`config.mk`:
```
export PLATFORM = sky130hd
export DESIGN_NAME = mel_frame_sequencer_flat
export DESIGN_NICKNAME = d
export VERILOG_FILES = /design/src/rtl/mel_frame_sequencer_if.sv /design/src/rtl/mel_frame_sequencer.sv /design/src/flat_wrapper.sv
export SDC_FILE = /design/constraint.sdc
export NUM_CORES = 1
export LEC_CHECK = 0
export ABC_AREA = 1
export CORE_ASPECT_RATIO = 0.8
export CORE_MARGIN = 2
export CORE_UTILIZATION = 30
export CTS_CLUSTER_SIZE = 24
export DETAILED_ROUTE_END_ITERATION = 8
export GPL_TIMING_DRIVEN = 0
export PLACE_DENSITY = 0.51
export REMOVE_ABC_BUFFERS = 1
export SLEW_MARGIN = 15
export SYNTH_ARGS = -nofsm -noshare
export SYNTH_HDL_FRONTEND = slang
export SYNTH_SLANG_ARGS = --single-unit
```
`constraint.sdc`:
```
create_clock -name clk -period 5.5 [get_ports clk]
set_clock_uncertainty 0.15 [all_clocks]
set_input_delay 0.825 -clock clk [delete_from_list [all_inputs] [get_ports clk]]
set_output_delay 0.825 -clock clk [all_outputs]
set_load 0.01 [all_outputs]
```
`src/rtl/mel_frame_sequencer_if.sv`:
```
// Stream bundle between the mel frame sequencer and its neighbours: the
//   upstream power-spectrum bin stream (ps_*) and the downstream energy
//   stream (out_*), both valid/ready.
// Ports (signals): ps_valid/ps_ready/ps_data/ps_last - spectrum bins in;
//   out_valid/out_ready/out_data/out_idx/out_last - mel energies out.
// master: spectrum source + energy sink side. slave: the sequencer.
interface mel_frame_sequencer_if #(
  parameter int INPUT_WIDTH  = 32,
  parameter int OUTPUT_WIDTH = 8,
  parameter int NF_LOG2      = 6
);
  logic                    ps_valid;
  logic                    ps_ready;
  logic [INPUT_WIDTH-1:0]  ps_data;
  logic                    ps_last;
  logic                    out_valid;
  logic                    out_ready;
  logic [OUTPUT_WIDTH-1:0] out_data;
  logic [NF_LOG2-1:0]      out_idx;
  logic                    out_last;

  modport master (
    output ps_valid, ps_data, ps_last, out_ready,
    input  ps_ready, out_valid, out_data, out_idx, out_last
  );

  modport slave (
    input  ps_valid, ps_data, ps_last, out_ready,
    output ps_ready, out_valid, out_data, out_idx, out_last
  );
endinterface

```
`src/rtl/mel_frame_sequencer.sv`:
```
// Frame controller for the mel filterbank: load NRFFT bins, start mel, capture
//   NUM_FILTERS energies, stream them out. mel_start one cycle after last bin.
// Backpressure: ps_ready only in LOAD; DRAIN holds data/index while out_ready=0.
// Ports: clk/rst (sync, active-high); strm_io = upstream bin + downstream
//   energy streams; mel_* = spectrum-buffer writes, start pulse and energy
//   return from the mel block; frame_err_o one-cycle error pulse; busy_o high
//   outside LOAD; frame_cnt_o counts completed frames (wraps).
module mel_frame_sequencer #(
  parameter int NUM_FILTERS  = 40,
  parameter int NRFFT        = 257,
  parameter int NRFFT_LOG2   = $clog2(NRFFT),
  parameter int NF_LOG2      = $clog2(NUM_FILTERS),
  parameter int INPUT_WIDTH  = 32,
  parameter int OUTPUT_WIDTH = 8,
  parameter int TIMEOUT      = 16384,
  parameter int FCNT_WIDTH   = 16
) (
  input  logic                    clk,
  input  logic                    rst,
  mel_frame_sequencer_if.slave    strm_io,
  output logic                    mel_in_valid_o,
  output logic [NRFFT_LOG2-1:0]   mel_ptr_o,
  output logic [INPUT_WIDTH-1:0]  mel_data_o,
  output logic                    mel_start_o,
  input  logic                    mel_valid_i,
  input  logic [NF_LOG2-1:0]      mel_prt_i,
  input  logic [OUTPUT_WIDTH-1:0] mel_value_i,
  input  logic                    mel_done_i,
  output logic                    frame_err_o,
  output logic                    busy_o,
  output logic [FCNT_WIDTH-1:0]   frame_cnt_o
);

  // Capture counter is one bit wider than the filter index so that a count
  // of exactly NUM_FILTERS is representable even for power-of-two sizes.
  localparam int CAP_W = NF_LOG2 + 1;
  localparam int WD_W  = $clog2(TIMEOUT + 1);

  localparam logic [NRFFT_LOG2-1:0] LAST_BIN = NRFFT_LOG2'(NRFFT - 1);
  localparam logic [CAP_W-1:0]      NF_CAP   = CAP_W'(NUM_FILTERS);
  localparam logic [NF_LOG2-1:0]    LAST_IDX = NF_LOG2'(NUM_FILTERS - 1);
  localparam logic [WD_W-1:0]       WD_LAST  = WD_W'(TIMEOUT - 1);

  typedef enum logic [1:0] {LOAD, START, RUN, DRAIN} state_t;

  state_t                  state_q;
  logic [NRFFT_LOG2-1:0]   bin_cnt_q;
  logic [CAP_W-1:0]        cap_q;
  logic [CAP_W-1:0]        cap_d;
  logic [WD_W-1:0]         wd_q;
  logic [NF_LOG2-1:0]      rd_idx_q;
  logic [FCNT_WIDTH-1:0]   frame_cnt_q;
  logic                    ps_ready_q;
  logic                    mel_start_q;
  logic                    out_valid_q;
  logic                    busy_q;
  logic                    frame_err_q;
  logic                    done_prev_q;
  logic [OUTPUT_WIDTH-1:0] ebuf_q [NUM_FILTERS];

  logic ps_fire;
  logic out_fire;
  logic mel_capture;
  logic done_rise;

  // ps_ready_q is only ever high in LOAD, so a fire implies LOAD.
  assign ps_fire     = ps_ready_q & strm_io.ps_valid;
  assign out_fire    = out_valid_q & strm_io.out_ready;
  assign mel_capture = (state_q == RUN) & mel_valid_i &
                       ({1'b0, mel_prt_i} < NF_CAP);
  // A done level held across several cycles must only be acted on once.
  assign done_rise   = mel_done_i & ~done_prev_q;

  // Capture count including a capture in the current cycle; saturates so
  // duplicate energies can never wrap back to a "complete" count.
  always_comb begin
    cap_d = cap_q;
    if (mel_capture && (cap_q != '1)) begin
      cap_d = cap_q + 1'b1;
    end
  end

  always_ff @(posedge clk) begin
    if (rst) begin
      state_q     <= LOAD;
      bin_cnt_q   <= '0;
      cap_q       <= '0;
      wd_q        <= '0;
      rd_idx_q    <= '0;
      frame_cnt_q <= '0;
      ps_ready_q  <= 1'b0;
      mel_start_q <= 1'b0;
      out_valid_q <= 1'b0;
      busy_q      <= 1'b0;
      frame_err_q <= 1'b0;
      done_prev_q <= 1'b0;
    end else begin
      done_prev_q <= mel_done_i;
      frame_err_q <= 1'b0;
      mel_start_q <= 1'b0;
      case (state_q)
        LOAD: begin
          ps_ready_q <= 1'b1;
          busy_q     <= 1'b0;
          if (ps_fire) begin
            if (bin_cnt_q == LAST_BIN) begin
              // Full-length frame: a missing last flag is reported but the
              // frame is still processed.
              bin_cnt_q   <= '0;
              state_q     <= START;
              ps_ready_q  <= 1'b0;
              busy_q      <= 1'b1;
              mel_start_q <= 1'b1;
              frame_err_q <= ~strm_io.ps_last;
            end else if (strm_io.ps_last) begin
              // Short frame: discard it and wait for a fresh one.
              bin_cnt_q   <= '0;
              frame_err_q <= 1'b1;
            end else begin
              bin_cnt_q <= bin_cnt_q + 1'b1;
            end
          end
        end
        START: begin
          cap_q   <= '0;
          wd_q    <= '0;
          state_q <= RUN;
        end
        RUN: begin
          cap_q <= cap_d;
          wd_q  <= wd_q + 1'b1;
          if (done_rise) begin
            if (cap_d == NF_CAP) begin
              state_q     <= DRAIN;
              out_valid_q <= 1'b1;
            end else begin
              frame_err_q <= 1'b1;
              state_q     <= LOAD;
              ps_ready_q  <= 1'b1;
              busy_q      <= 1'b0;
            end
          end else if (wd_q == WD_LAST) begin
            frame_err_q <= 1'b1;
            state_q     <= LOAD;
            ps_ready_q  <= 1'b1;
            busy_q      <= 1'b0;
          end
        end
        DRAIN: begin
          if (out_fire) begin
            if (rd_idx_q == LAST_IDX) begin
              // Ready goes high with the state change so the next frame's
              // first bin can be taken in the following cycle.
              rd_idx_q    <= '0;
              out_valid_q <= 1'b0;
              state_q     <= LOAD;
              ps_ready_q  <= 1'b1;
              busy_q      <= 1'b0;
              frame_cnt_q <= frame_cnt_q + 1'b1;
            end else begin
              rd_idx_q <= rd_idx_q + 1'b1;
            end
          end
        end
        default: state_q <= LOAD;
      endcase
    end
  end

  // Energy buffer: contents are don't-care after reset, so no reset here.
  always_ff @(posedge clk) begin
    if (mel_capture) begin
      ebuf_q[mel_prt_i] <= mel_value_i;
    end
  end

  assign strm_io.ps_ready  = ps_ready_q;
  assign mel_in_valid_o    = ps_fire;
  assign mel_ptr_o         = bin_cnt_q;
  assign mel_data_o        = strm_io.ps_data;
  assign mel_start_o       = mel_start_q;
  assign strm_io.out_valid = out_valid_q;
  assign strm_io.out_data  = ebuf_q[rd_idx_q];
  assign strm_io.out_idx   = rd_idx_q;
  assign strm_io.out_last  = out_valid_q & (rd_idx_q == LAST_IDX);
  assign frame_err_o       = frame_err_q;
  assign busy_o            = busy_q;
  assign frame_cnt_o       = frame_cnt_q;

endmodule

```
`src/flat_wrapper.sv`:
```
// flat-port wrapper written by rule: the top's interface ports become plain ports
module mel_frame_sequencer_flat 
#(
  parameter int NUM_FILTERS  = 40,
  parameter int NRFFT        = 257,
  parameter int NRFFT_LOG2   = $clog2(NRFFT),
  parameter int NF_LOG2      = $clog2(NUM_FILTERS),
  parameter int INPUT_WIDTH  = 32,
  parameter int OUTPUT_WIDTH = 8,
  parameter int TIMEOUT      = 16384,
  parameter int FCNT_WIDTH   = 16
)
  (clk, rst, mel_in_valid_o, mel_ptr_o, mel_data_o, mel_start_o, mel_valid_i, mel_prt_i, mel_value_i, mel_done_i, frame_err_o, busy_o, frame_cnt_o, strm_io_ps_valid, strm_io_ps_data, strm_io_ps_last, strm_io_out_ready, strm_io_ps_ready, strm_io_out_valid, strm_io_out_data, strm_io_out_idx, strm_io_out_last);
  mel_frame_sequencer_if #(.INPUT_WIDTH(INPUT_WIDTH), .OUTPUT_WIDTH(OUTPUT_WIDTH), .NF_LOG2(NF_LOG2)) strm_io_i ();
  input  logic clk;
  input  logic rst;
  output logic mel_in_valid_o;
  output logic [NRFFT_LOG2-1:0] mel_ptr_o;
  output logic [INPUT_WIDTH-1:0] mel_data_o;
  output logic mel_start_o;
  input  logic mel_valid_i;
  input  logic [NF_LOG2-1:0] mel_prt_i;
  input  logic [OUTPUT_WIDTH-1:0] mel_value_i;
  input  logic mel_done_i;
  output logic frame_err_o;
  output logic busy_o;
  output logic [FCNT_WIDTH-1:0] frame_cnt_o;
  input wire logic [$bits(strm_io_i.ps_valid)-1:0] strm_io_ps_valid;
  input wire logic [$bits(strm_io_i.ps_data)-1:0] strm_io_ps_data;
  input wire logic [$bits(strm_io_i.ps_last)-1:0] strm_io_ps_last;
  input wire logic [$bits(strm_io_i.out_ready)-1:0] strm_io_out_ready;
  output wire logic [$bits(strm_io_i.ps_ready)-1:0] strm_io_ps_ready;
  output wire logic [$bits(strm_io_i.out_valid)-1:0] strm_io_out_valid;
  output wire logic [$bits(strm_io_i.out_data)-1:0] strm_io_out_data;
  output wire logic [$bits(strm_io_i.out_idx)-1:0] strm_io_out_idx;
  output wire logic [$bits(strm_io_i.out_last)-1:0] strm_io_out_last;
  assign strm_io_i.ps_valid = strm_io_ps_valid;
  assign strm_io_i.ps_data = strm_io_ps_data;
  assign strm_io_i.ps_last = strm_io_ps_last;
  assign strm_io_i.out_ready = strm_io_out_ready;
  assign strm_io_ps_ready = strm_io_i.ps_ready;
  assign strm_io_out_valid = strm_io_i.out_valid;
  assign strm_io_out_data = strm_io_i.out_data;
  assign strm_io_out_idx = strm_io_i.out_idx;
  assign strm_io_out_last = strm_io_i.out_last;
  mel_frame_sequencer #(.NUM_FILTERS(NUM_FILTERS), .NRFFT(NRFFT), .NRFFT_LOG2(NRFFT_LOG2), .NF_LOG2(NF_LOG2), .INPUT_WIDTH(INPUT_WIDTH), .OUTPUT_WIDTH(OUTPUT_WIDTH), .TIMEOUT(TIMEOUT), .FCNT_WIDTH(FCNT_WIDTH)) u_core (.clk(clk), .rst(rst), .strm_io(strm_io_i), .mel_in_valid_o(mel_in_valid_o), .mel_ptr_o(mel_ptr_o), .mel_data_o(mel_data_o), .mel_start_o(mel_start_o), .mel_valid_i(mel_valid_i), .mel_prt_i(mel_prt_i), .mel_value_i(mel_value_i), .mel_done_i(mel_done_i), .frame_err_o(frame_err_o), .busy_o(busy_o), .frame_cnt_o(frame_cnt_o));
endmodule
```
==> results of run 1 <==
-- critical path: stages (launching register included) --
cell and delay (ps):
dfxtp_4 420, buf_16 240, inv_8 260, buf_16 390, o21ai_0 150, o221ai_1 310, o211ai_1 220, nand3_1 130
nand3_1 120, nand2_1 150, clkdlybuf4s50_1 570
-- metrics by stage --
step / power [uW] / TNS, ps
after detailed placement: 3450 / 0
final: 6140 / 0
after global routing: 6340 / 0
after global placement: 3450 / -47870
after floorplan: 3340 / -5300
after CTS: 6210 / 0
-- cell families after synthesis --
logic type      Yosys count
simple gates            475
flops                   387
compound gates          355
buf+inv                 182
fa+ha+maj                10
xor+xnor                  5
-- registers in the layout, indices dropped and copies added (netlist names), 2 cells and up, named ones only --
name	flops
u_core.ebuf_q	320
u_core.frame_cnt_o	16
u_core.wd_q	15
u_core.mel_ptr_o	9
u_core.cap_q	7
u_core.strm_io.out_idx	6
u_core.state_q	2
-- layout by cell type (no fill, tap or decap), types with 3 or more instances in the layout --
cell type          n
clkinv_1          12
bufinv_16          4
nor3b_1            7
dfxtp_4            3
nor4_1             4
nand4_1           20
clkinv_2           4
o22ai_1           40
inv_1             73
o21ai_1           14
o21ai_0          165
dfxtp_1           64
nand2_1          121
clkbuf_1           3
o211ai_1          40
o221ai_1          40
nor2_2             7
nor3_1            17
o21a_1             3
clkbuf_8           4
buf_16             8
clkdlybuf4s50_1   58
nor2_1           240
ha_1              10
edfxtp_1         320
clkbuf_16         42
xor2_1             3
buf_2              8
nand3_1           49
a21oi_1           46
-- worst paths after layout --
path | endpoint | slack, ps | cells after the start | from
hold reg to reg | u_core.wd_q[11] | 320 | 2 | u_core.wd_q[11]
setup reg to reg | u_core.ebuf_q[20][5] | 2240 | 6 | u_core.state_q[0]
hold / removal | u_core.wd_q[11] | 320 | 2 | u_core.wd_q[11]
setup / recovery | strm_io_out_data[2] | 900 | 10 | flip-flop
-- power breakdown --
group | total (uW) | internal [uW] | switching, uW
Combinational | 196 | 59.3 | 137
Clock | 2760 | 1640 | 1120
Sequential | 3190 | 3180 | 10.7
-- per-layer routing --
metal  vias to the layer above  global-route usage, %  wire length [um]
met4                         0                   3.19               643
met1                      5155                   21.1             19900
met3                        46                   3.85              2980
li1                       5137                      -                 -
met5                         -                  0.262                 0
met2                       304                   23.4             18400
-- synth_stat cells, types with 40 or more instances --
cell	n	area share (%)
nor2_1	240	5.6
edfxtp_1	320	60
dfxtp_1	67	8.3
o211ai_1	40	1.9
o21ai_0	165	5.1
clkbuf_1	56	1.3
a21oi_1	46	1.4
nand3_1	49	1.5
inv_1	74	1.7
nand2_1	121	2.8
o22ai_1	40	1.6
o221ai_1	40	2.2
-- cell type report --
cell class                 instances  area [um2]
sequential                       387       11000
clock inverter                    20         208
tap                              693         867
clock buffer                      51        1130
multi-input combinational        845        4290
timing repair buffer              74         841
fill                            5134       34000
inverter                          78         303
==> flow_metrics.tcl, run 1 <==
set metrics [dict create \
    yosys_warnings 0 \
    synth_top_family_by_area "compound AO/OA/AOI/OAI gates" \
    worstSetupPathType "flip-flop to primary output" \
    hpwl_um 24800 \
    final_cell_count_no_fill 2148 \
    drt_wl_total_um 42000 \
    worst_ep_arrival_time_ps 3620 \
    ys_async_sr_fraction_pct 0 \
    stdcell_area_um2 18600 \
    fin_worst_setup_slack_ps 901 \
    postPlaceCellArea_um2 17300 \
    fp.dieH_um 211 \
    critical_path_required_ps 4530 \
    cts_made_buffers 39 \
    final_layout_size_suffix_gt1_share_pct 6.53 \
    dpl.cell_count 2077 \
    floorplan.io_pins 131 \
    nNetsFinal 1488 \
    cts_root_buffer "clkbuf_16" \
    crit_path_end_kind "primary output" \
    period_needed_ps 4600 \
    hold_viol_final 0 \
    synthXorXnorAreaFrac_pct 0.272 \
    synth-compound-area-share_pct 13.1 \
    clkSinkCount 387 \
    fp-row-count 75 \
    cap_viol_max_count 0 \
    max_freq_ghz 0.217 \
    seq_area_frac_synth_pct 68.1 \
    holdWs_ps 323 \
    syn_avg_cell_area_um2 11.4 \
    global_route_wire_length_before_repair_um 63400 \
    floorplan.die.width_um 263 \
    route.antenna.remaining_nets 0 \
    synthSimpleGateAreaFrac_pct 12.5 \
    first_global_vias 10315 \
    grt_max_degree 113 \
    n_antenna_cell 0 \
    initial_antenna_violation_count 0 \
    synth_adder_area_share_pct 0.778 \
    initial_utilization_pct 30.5 \
    run_status "complete, no violations" \
    detailroute.via_count 10642 \
    fp.coreArea_um2 52600 \
    yosys_most_used_dff "edfxtp_1" \
    avgViaCountPerCell 4.95 \
    die_area_um2 55500 \
    cts_buffer_depth 3 \
    path_max_fanout 112 \
    hold_buffers 0 \
    drt_iter0_markers 1047 \
    max_slew_margin_pct 27.9 \
    routedWlPerCell_um 19.5 \
    port_buffers 66 \
    finalCoreUtilization_pct 35.3 \
    cts_tree "done" \
    postSynthCellCount 1414 \
    setup_ws_pre_cts_ps 1470 \
    pwr_density_cell_nw_per_um2 330 \
    power.leakage_uw 0.00597 \
    cts_max_level 2 \
    synthDistinctLibCells 40 \
    setup-violations-final 0 \
    unrepaired_setup_endpoints_after_global_routing "false" \
    synth-edff-count 320 \
    post-cts-setup-buffer-count 0 \
    worstHoldPathType "flip-flop to flip-flop" \
    post_synth_mux_area_share_pct 0 \
    synth_area_um2 16100 \
    final_max_slew_viol_count 0 \
    drc_errors 0 \
    yosys_register_bits 387 \
    areaGrowthSynthToFinish_pct 15.7 \
    dr.pass1.iters 5 \
    groute.usage.overall_pct 15.0 \
    worst_slew_pin_slew_ps 1080 \
    global_route.overflow_total 0 \
    gp_congestion 0.767 \
    path_clk_slew_ps 60 \
    worstSetupStartpointType "flip-flop" \
    post_cts_resized 0 \
    clkLatencyLatePin_ps 540 \
    post-route-period-util_pct 83.6 \
    peakVddDrop_mv 0.143 \
]
(Power assumes the default switching activity.)
==> run 2, diff against run 1 <==
==> constraint.sdc (replaced) <==
create_clock -name clk -period 4.6 [get_ports clk]
set_clock_uncertainty 0.15 [all_clocks]
set_input_delay 0.69 -clock clk [delete_from_list [all_inputs] [get_ports clk]]
set_output_delay 0.69 -clock clk [all_outputs]
set_load 0.01 [all_outputs]
==> run 2 against run 1 <==
Effect of this change:
- die area unchanged
- final area increased by 0.13%
- count of clock-buffer cells in the layout unchanged
- setup slack got worse by 610 ps
- register-to-register slack got worse by 920 ps
- utilization about the same
- sequential power increased by 19%
- wire length increased by 0.79%
- first-iteration DRC count unchanged
==> flow_metrics.tcl, run 2 (same netlist as run 1, synthesis figures left out) <==
set metrics [dict create \
    run_status "complete, no violations" \
    largest_register_ffs 320 \
    drt_wl_total_um 42300 \
    hpwl_um 24800 \
    worstSetupStartpointType "flip-flop" \
    power.leakage_uw 0.00598 \
    cts_max_level 2 \
    worst_slew_pin_slew_ps 1080 \
    final_layout_size_suffix_gt1_share_pct 6.59 \
    final.setup.tns_ps 0 \
    clkSinkCount 387 \
    cts_tree "done" \
    cts_buffer_depth 3 \
    layout_common_cells "edfxtp_1 (320), nor2_1 (240), o21ai_0 (165)" \
    cell_internal_pwr_uw 5830 \
    avgViaCountPerCell 4.97 \
    largest-register "u_core.ebuf_q" \
    timing.critical_path.slowest_stage_cell "clkdlybuf4s50_1" \
    worst_ep_arrival_time_ps 3470 \
    n_antenna_cell 0 \
    crit_path_end_kind "primary output" \
    global_route_wire_length_before_repair_um 63400 \
    cap_viol_max_count 0 \
    drt_iter0_markers 1047 \
    critical_path_required_ps 3760 \
    sequential_cell_area_um2 11000 \
    dr.pass1.iters 5 \
    port_buffers 66 \
    timing.critical_path.cells "buf_16 > inv_8 > buf_16 > o21ai_0 > o221ai_1 > o211ai_1 > nand3_1 > nand3_1 > nand2_1 > clkdlybuf4s50_1" \
    die_area_um2 55500 \
    first_global_vias 10315 \
    detailroute.via_count 10687 \
    path_clk_slew_ps 60 \
    cts_root_buffer "clkbuf_16" \
    path_max_fanout 66 \
    worst_path_largest_cell_delay_ps 570 \
    areaGrowthSynthToFinish_pct 15.8 \
    drc_errors 0 \
    worstSetupPathType "flip-flop to primary output" \
    gp_congestion 0.767 \
    unrepaired_setup_endpoints_after_global_routing "false" \
    finalCoreUtilization_pct 35.4 \
    final.fill_count 5132 \
    worstReg2RegStart "u_core.state_q[0]" \
    setup-violations-final 0 \
    fp.coreArea_um2 52600 \
    power.sequential.fraction_pct 51.9 \
    fp-row-count 75 \
    routedWlPerCell_um 19.7 \
    clkLatencyLatePin_ps 540 \
    postPlaceCellArea_um2 17300 \
    fin_worst_setup_slack_ps 290 \
    groute.usage.overall_pct 15.0 \
    p_comb_share_pct 3.2 \
    worstHoldPathType "flip-flop to flip-flop" \
    max_freq_ghz 0.232 \
    nNetsFinal 1489 \
    grt_max_degree 113 \
    power.switching_fraction_pct 20.7 \
    clock_power_share_pct 44.9 \
    initial_utilization_pct 30.5 \
    cts_made_buffers 39 \
    min_from "u_core.wd_q[11]" \
    setup_ws_pre_cts_ps 703 \
    post_cts_resized 0 \
    p_switching_uw 1520 \
    hold_viol_final 0 \
    period_needed_ps 4310 \
    pwr_density_cell_nw_per_um2 394 \
    fp.dieH_um 211 \
    route.antenna.remaining_nets 0 \
    final_max_slew_viol_count 0 \
    floorplan.die.width_um 263 \
    holdWs_ps 321 \
    stdcell_area_um2 18600 \
    global_route.overflow_total 0 \
    peakVddDrop_mv 0.172 \
    post-cts-setup-buffer-count 0 \
    initial_antenna_violation_count 0 \
    hold_buffers 0 \
    post-route-period-util_pct 93.7 \
    most_frequent_standard_cell_in_the_layout_excluding_fill_and_tap_cells "edfxtp_1" \
    max_slew_margin_pct 27.9 \
    area_used_by_multi_input_combinational_logic_um2 4290 \
    floorplan.io_pins 131 \
]
[run 2: changes by cell type in the layout (fill, tap and decap cells not counted), sizes merged]
cell    delta
clkbuf     +1
[run 2: cell type report]
cell class,count,area share (%)
Timing Repair Buffer,75,4.65
Sequential cell,387,58.9
Clock inverter,20,1.12
Tap cell,693,4.66
Clock buffer,51,6.05
Multi-Input combinational cell,845,23.0
Inverter,78,1.63
[run 2: worst max-delay path: cells and delay by family, from the launching register on]
kind	cells	cell delay (ps)
buf+inv	4	1380
compound gates	3	670
flops	1	420
simple gates	3	390
[run 2: metrics by stage]
| stage | std cells | power (uW) |
|---|---|---|
| final | 2149 | 7350 |
| after detailed placement | 2077 | 4120 |
| after global routing | 2149 | 7580 |
| after global placement | 2069 | 4120 |
| after CTS | 2148 | 7420 |
| after floorplan | 1310 | 3990 |
[run 2: layer usage]
layer	up-vias	global-route usage [%]	wire, um	share of wire (%)
li1	5138	-	-	-
met1	5174	21.1	19700	47
met2	327	23.4	18700	44
met3	48	3.85	3250	7.7
met4	0	3.19	643	1.5
met5	-	0.262	0	0
[run 2: path summary, 6_finish.rpt]
kind,end,slack (ps),cells past startpoint
setup / recovery,strm_io_out_data[2],290,10
hold / removal,u_core.wd_q[11],320,2
setup reg to reg,u_core.ebuf_q[20][5],1320,6
hold reg to reg,u_core.wd_q[11],320,2
[run 2: power by group through the flow]
stage | combinational, uW | clock [uW] | sequential (uW)
5_1_grt | 261 | 3510 | 3810
2_1_floorplan | 102 | 0 | 3890
6_report | 235 | 3300 | 3810
4_1_cts | 238 | 3370 | 3810
3_3_place_gp | 231 | 0 | 3890
3_5_place_dp | 237 | 0 | 3890
